## src/rtl/gtech_barrier8_ctrl.sv

```systemverilog
// gtech_barrier8_ctrl
//   Eight-requester barrier. A sequencing master arms it with a participant
//   mask and a wait-cycle budget; workers strobe arrive. Once every
//   participant has arrived, a one-cycle release pulse is issued. If the
//   budget runs out first, a one-cycle tmo pulse is issued and the
//   participants that never showed up are reported on missing.
//
// Ports
//   clk, rst_n     rising-edge clock, async active-low reset
//   start          arm request (accepted in IDLE only)
//   mask[7:0]      participating requesters, sampled on accepted start
//   timeout[TO_W]  wait budget in cycles, sampled on accepted start, 0 = none
//   arrive[7:0]    per-requester arrival strobes, level-sampled
//   busy           high outside IDLE
//   arrived[7:0]   latched arrivals of the current/last barrier
//   release_pulse  barrier complete, one cycle
//                  ("release" itself is a reserved word)
//   tmo            barrier timed out, one cycle
//   missing[7:0]   participants absent at timeout, held until next start

// Per-requester slice: folds a new arrival into the latched set and reports
// whether this requester is satisfied (arrived, or not participating).
module gtech_barrier8_lane (
  input  logic arrive,
  input  logic mask,
  input  logic arrived,
  output logic arr_next,
  output logic done
);
  assign arr_next = arrived | (arrive & mask);
  assign done     = arr_next | ~mask;
endmodule

module gtech_barrier8_ctrl #(
  parameter int TO_W = 16
) (
  input  logic            clk,
  input  logic            rst_n,
  input  logic            start,
  input  logic [7:0]      mask,
  input  logic [TO_W-1:0] timeout,
  input  logic [7:0]      arrive,
  output logic            busy,
  output logic [7:0]      arrived,
  output logic            release_pulse,
  output logic            tmo,
  output logic [7:0]      missing
);
  localparam int NUM_REQ = 8;

  typedef enum logic [1:0] {S_IDLE, S_WAIT, S_REL, S_TOUT} state_t;

  state_t               state;
  logic [NUM_REQ-1:0]   mask_q;
  logic [TO_W-1:0]      cnt;
  logic [NUM_REQ-1:0]   arr_next;
  logic [NUM_REQ-1:0]   done_vec;
  logic                 all_done;

  for (genvar i = 0; i < NUM_REQ; i++) begin : g_lane
    gtech_barrier8_lane u_lane (
      .arrive   (arrive[i]),
      .mask     (mask_q[i]),
      .arrived  (arrived[i]),
      .arr_next (arr_next[i]),
      .done     (done_vec[i])
    );
  end

  assign all_done = &done_vec;

  always_ff @(posedge clk or negedge rst_n) begin
    if (!rst_n) begin
      state   <= S_IDLE;
      mask_q  <= '0;
      cnt     <= '0;
      arrived <= '0;
      missing <= '0;
    end else begin
      case (state)
        S_IDLE: begin
          if (start) begin
            mask_q  <= mask;
            cnt     <= timeout;
            arrived <= '0;
            missing <= '0;
            // An empty mask is trivially complete.
            state   <= (mask == '0) ? S_REL : S_WAIT;
          end
        end
        S_WAIT: begin
          arrived <= arr_next;
          // Completion is tested first so it wins over a same-cycle expiry.
          // cnt stops at 1 when a budget was given, so cnt==1 can only be
          // reached with a nonzero timeout; a zero budget stays parked at 0.
          if (all_done) begin
            state <= S_REL;
          end else if (cnt == TO_W'(1)) begin
            state   <= S_TOUT;
            missing <= mask_q & ~arr_next;
          end else if (cnt != '0) begin
            cnt <= cnt - TO_W'(1);
          end
        end
        S_REL:   state <= S_IDLE;
        S_TOUT:  state <= S_IDLE;
        default: state <= S_IDLE;
      endcase
    end
  end

  assign busy          = (state != S_IDLE);
  assign release_pulse = (state == S_REL);
  assign tmo           = (state == S_TOUT);

endmodule

```

## config.mk

```make
export PLATFORM = sky130hd
export DESIGN_NAME = gtech_barrier8_ctrl
export DESIGN_NICKNAME = d
export VERILOG_FILES = /design/src/rtl/gtech_barrier8_ctrl.sv
export SDC_FILE = /design/constraint.sdc
export NUM_CORES = 1
export LEC_CHECK = 0
export ABC_AREA = 1
export BUFFER_PORTS_ARGS = -buffer_cell sky130_fd_sc_hd__clkbuf_2
export CAP_MARGIN = 0
export CORE_UTILIZATION = 45
export CTS_BUF_LIST = sky130_fd_sc_hd__clkbuf_8
export DETAILED_ROUTE_END_ITERATION = 8
export PLACE_DENSITY_LB_ADDON = 0.15
export SYNTH_ARGS = -nofsm -noshare
export SYNTH_HDL_FRONTEND = slang
export SYNTH_SLANG_ARGS = --single-unit
```

## constraint.sdc

```tcl
create_clock -name clk -period 2.21 [get_ports clk]
set_input_delay 0.1105 -clock clk [delete_from_list [all_inputs] [get_ports clk]]
set_output_delay 0.1105 -clock clk [all_outputs]
set_load 0.02 [all_outputs]
```

==> impl_metrics.csv <==
group,metric,value,unit
run_status,status,"finished clean",
setup_path,worstPathArrival,2.22,ns
setup_path,r2r_setup_slack,0.22,ns
layout,nNetsFinal,460,
sta,tightest_slew,0.774,ns
placed_design,dpl_worst_slack,0.223,ns
logic_synthesis,syn_nets,411,
global_routing,grt_max_degree,23,
setup_path,worstPathCellList,"inv_2 -> ha_1 -> nand2_2 -> a21oi_1 -> nand2_4 -> nand2_4 -> nor2_4 -> nand2_1 -> nand2_1",
setup_path,worst_setup_path_end_kind,"flop",
detailed_routing,drc,0,
logic_synthesis,yosysMostFrequentCell,"nand2_1",
sta,setup_violations,0,
detailed_routing,dr.pass1.iters,4,
layout,diodes,0,
logic_synthesis,synth_seq_area_share,39.5,%
clocking,clock-root-buffer,"clkbuf_8",
placed_design,port_buffers,53,
worst_hold_path,hp-start,"mask[3]",
logic_synthesis,syn_inst,374,
floorplan,start_util,47.5,%
sta,finalClockSkew,0.00347,ns
sta,finalCriticalPeriod,1.99,ns
power,ir_worst_vdd,0.821,mV
logic_synthesis,synthDominantCellAreaShare,39.5,%
global_routing,grt.overflow.total,0,
logic_synthesis,async_reset_ff_share,100,%
power,p_total,0.00436,W
clocking,htree_num_levels,2,
layout,area_growth,14.2,%
logic_synthesis,yosys.area.top_type,"dfrtp_1",
floorplan,io_pins,54,
clocking,clkSlewWorstSetupHoldPaths,0.09,ns
layout,drive_above_1_share,24.3,%
layout,register_area,1050,µm²
worst_hold_path,hold_depth,3,
placed_design,place_hpwl,4.34,mm
power,power.density,1430,nW/µm²
clocking,tritoncts,"built",
logic_synthesis,synth.cells.most_frequent,"nand2_1, inv_1, dfrtp_1",
clocking,numCtsBuffers,5,
sta,slew_viol_final,0,
logic_synthesis,synth_area_leaders,"dfrtp_1, nand2_1, inv_1, nand3_1, nand2_4",
floorplan,rows,27,
logic_synthesis,yosysUniqueCellTypes,25,
power,p_leak,1.85,nW
layout,fill_cells,585,
sta,setup_tns,0,ns
sta,fmax,0.504,GHz
sta,timing.slew.headroom,48.3,%
floorplan,dieHeight,78.9,µm
worst_hold_path,hold_class,"in -> reg",
clocking,cts_setup_buffers,0,
detailed_routing,viasPerCell,4.72,
setup_path,path_class,"reg -> reg",
logic_synthesis,ys.warnings.count,0,
global_routing,grt_usage,20.5,%
setup_path,reg2reg_depth,9,
setup_path,crit_path_start_kind,"flop",
setup_path,regToRegEndpoint,"cnt[2]$_DFFE_PN0P_",
sta,hold_viol,0,
layout,utilization,54.2,%
detailed_routing,drtAntennaViolNets,0,
sta,finalCritPeriodShare,89.9,%
sta,rsz0062_at_grt,"no",
detailed_routing,drt_iter0_drc,103,
layout,multi_input_area,1290,µm²
logic_synthesis,synth_edf_count,0,
run,maxCapViolCount,0,
logic_synthesis,syn_area_per_cell,7.12,µm²
floorplan,core_area,5610,µm²
sta,layout_setup_ws,0.224,ns
logic_synthesis,synthFlopType,"dfrtp_1",
detailed_routing,wl,5.76,mm
global_routing,antenna_found_initial,0,
floorplan,dieWidth,78.9,µm
logic_synthesis,synth-seq-cells,42,
setup_path,critical-path-slowest-cell,"nor2_4",
placed_design,place_congestion,0.828,
sta,whs,0.0588,ns
worst_hold_path,whs_endpoint,"mask_q[3]$_DFFE_PN0P_",
detailed_routing,vias,2343,
clocking,cts_buffer_depth,2,
setup_path,worst-path-max-fanout,16,
floorplan,die_area,6230,µm²
clocking,clk_latency,0.29,ns
global_routing,grt_pass1_wl,9.91,mm
detailed_routing,wl_per_cell,11.6,µm
global_routing,grt_pass1_vias,2142,
setup_path,worstPathRequired,2.45,ns
setup_path,cpPeakStageDelay,0.59,ns
setup_path,r2r_start,"cnt[0]$_DFFE_PN0P_",
logic_synthesis,syn_area,2660,µm²
clocking,clock-sinks,42,
## cell type report
| class | instances | share of cell area [%] |
|---|---|---|
| Clock buffer | 5 | 2.26 |
| Clock inverter | 3 | 1.36 |
| Inverter | 54 | 6.67 |
| Multi-Input combinational cell | 263 | 42.4 |
| Sequential cell | 42 | 34.6 |
| Tap cell | 72 | 2.96 |
| Timing Repair Buffer | 57 | 9.79 |
## worst max-delay path: cells and delay by family, from the launching register on
| family | cells | cell delay, ns |
|---|---|---|
| AND/OR/NAND/NOR | 6 | 1.06 |
| flip-flops | 1 | 0.43 |
| adder cells (fa/ha/maj) | 1 | 0.23 |
| AO/OA/AOI/OAI | 1 | 0.11 |
| buffers and inverters | 1 | 0.08 |
## cell families (layout without fill, tap and decap cells)
family	Yosys count	after routing	synth area share, %
AO/OA/AOI/OAI	34	34	6.86
XOR/XNOR	1	1	0.329
adder cells (fa/ha/maj)	2	2	0.940
buffers and inverters	69	119	12.1
flip-flops	42	42	39.5
AND/OR/NAND/NOR	226	226	40.3
## worst max-delay path by stage
stage / startpoint / endpoint / slack [ns] / cells past startpoint
after floorplan: cnt[0]$_DFFE_PN0P_ / cnt[9]$_DFFE_PN0P_ / 0.64 / 10
after global placement: state[1]$_DFFE_PN0P_ / cnt[1]$_DFFE_PN0P_ / 0.24 / 7
after detailed placement: cnt[0]$_DFFE_PN0P_ / cnt[2]$_DFFE_PN0P_ / 0.22 / 9
after CTS: state[1]$_DFFE_PN0P_ / cnt[2]$_DFFE_PN0P_ / 0.19 / 7
after global routing: state[1]$_DFFE_PN0P_ / cnt[4]$_DFFE_PN0P_ / 0.03 / 7
final: cnt[0]$_DFFE_PN0P_ / cnt[2]$_DFFE_PN0P_ / 0.22 / 9
## report_power, final
part / switching [W] / leakage [nW] / internal (W)
clock: 0.000279 / 0.0556 / 0.000333
combinational: 0.00155 / 1.27 / 0.000780
sequential: 0.000330 / 0.528 / 0.00108
## routing by layer
| metal | global-route usage (%) | wire length, µm | vias up |
|---|---|---|---|
| li1 | - | - | 1242 |
| met1 | 28.9 | 2900 | 1040 |
| met2 | 32.1 | 2520 | 59 |
| met3 | 3.22 | 307 | 2 |
| met4 | 6.55 | 29 | 0 |
| met5 | 0 | 0 | - |
## flip-flops by register name (all words and copies together), names as in the netlist
signal / count
arrived: 8
cnt: 16
mask_q: 8
missing: 8
state: 2
## through the flow
stage          cells  area [µm²]
3_5_place_dp     487        2920
4_1_cts          496        3040
2_1_floorplan    374        2660
6_report         496        3040
3_3_place_gp     487        2920
5_1_grt          496        3040
## what timing repair did
item,CTS,global route
hold buffers,1,0
gates resized for setup,0,0
endpoints found under the setup margin,0,0
hold endpoints to repair,20,0
## layout by cell type, fill, tap and decap left out
master / instances
clkinvlp_4: 1
inv_2: 2
ha_1: 2
nor3_4: 1
nand3_1: 28
nor2_2: 5
bufinv_16: 1
dfrtp_1: 42
inv_1: 53
a21oi_1: 10
nand2_4: 12
nand3_4: 1
o21ai_0: 14
a31oi_1: 2
clkbuf_8: 5
nand2_2: 15
nor2_1: 29
nand2_1: 128
or2_2: 3
nand4_1: 3
buf_4: 3
o22ai_1: 8
dlygate4sd3_1: 1
clkbuf_2: 53
xor2_1: 1
nor2_4: 1
Note: power is estimated with default switching activity, not from simulation.
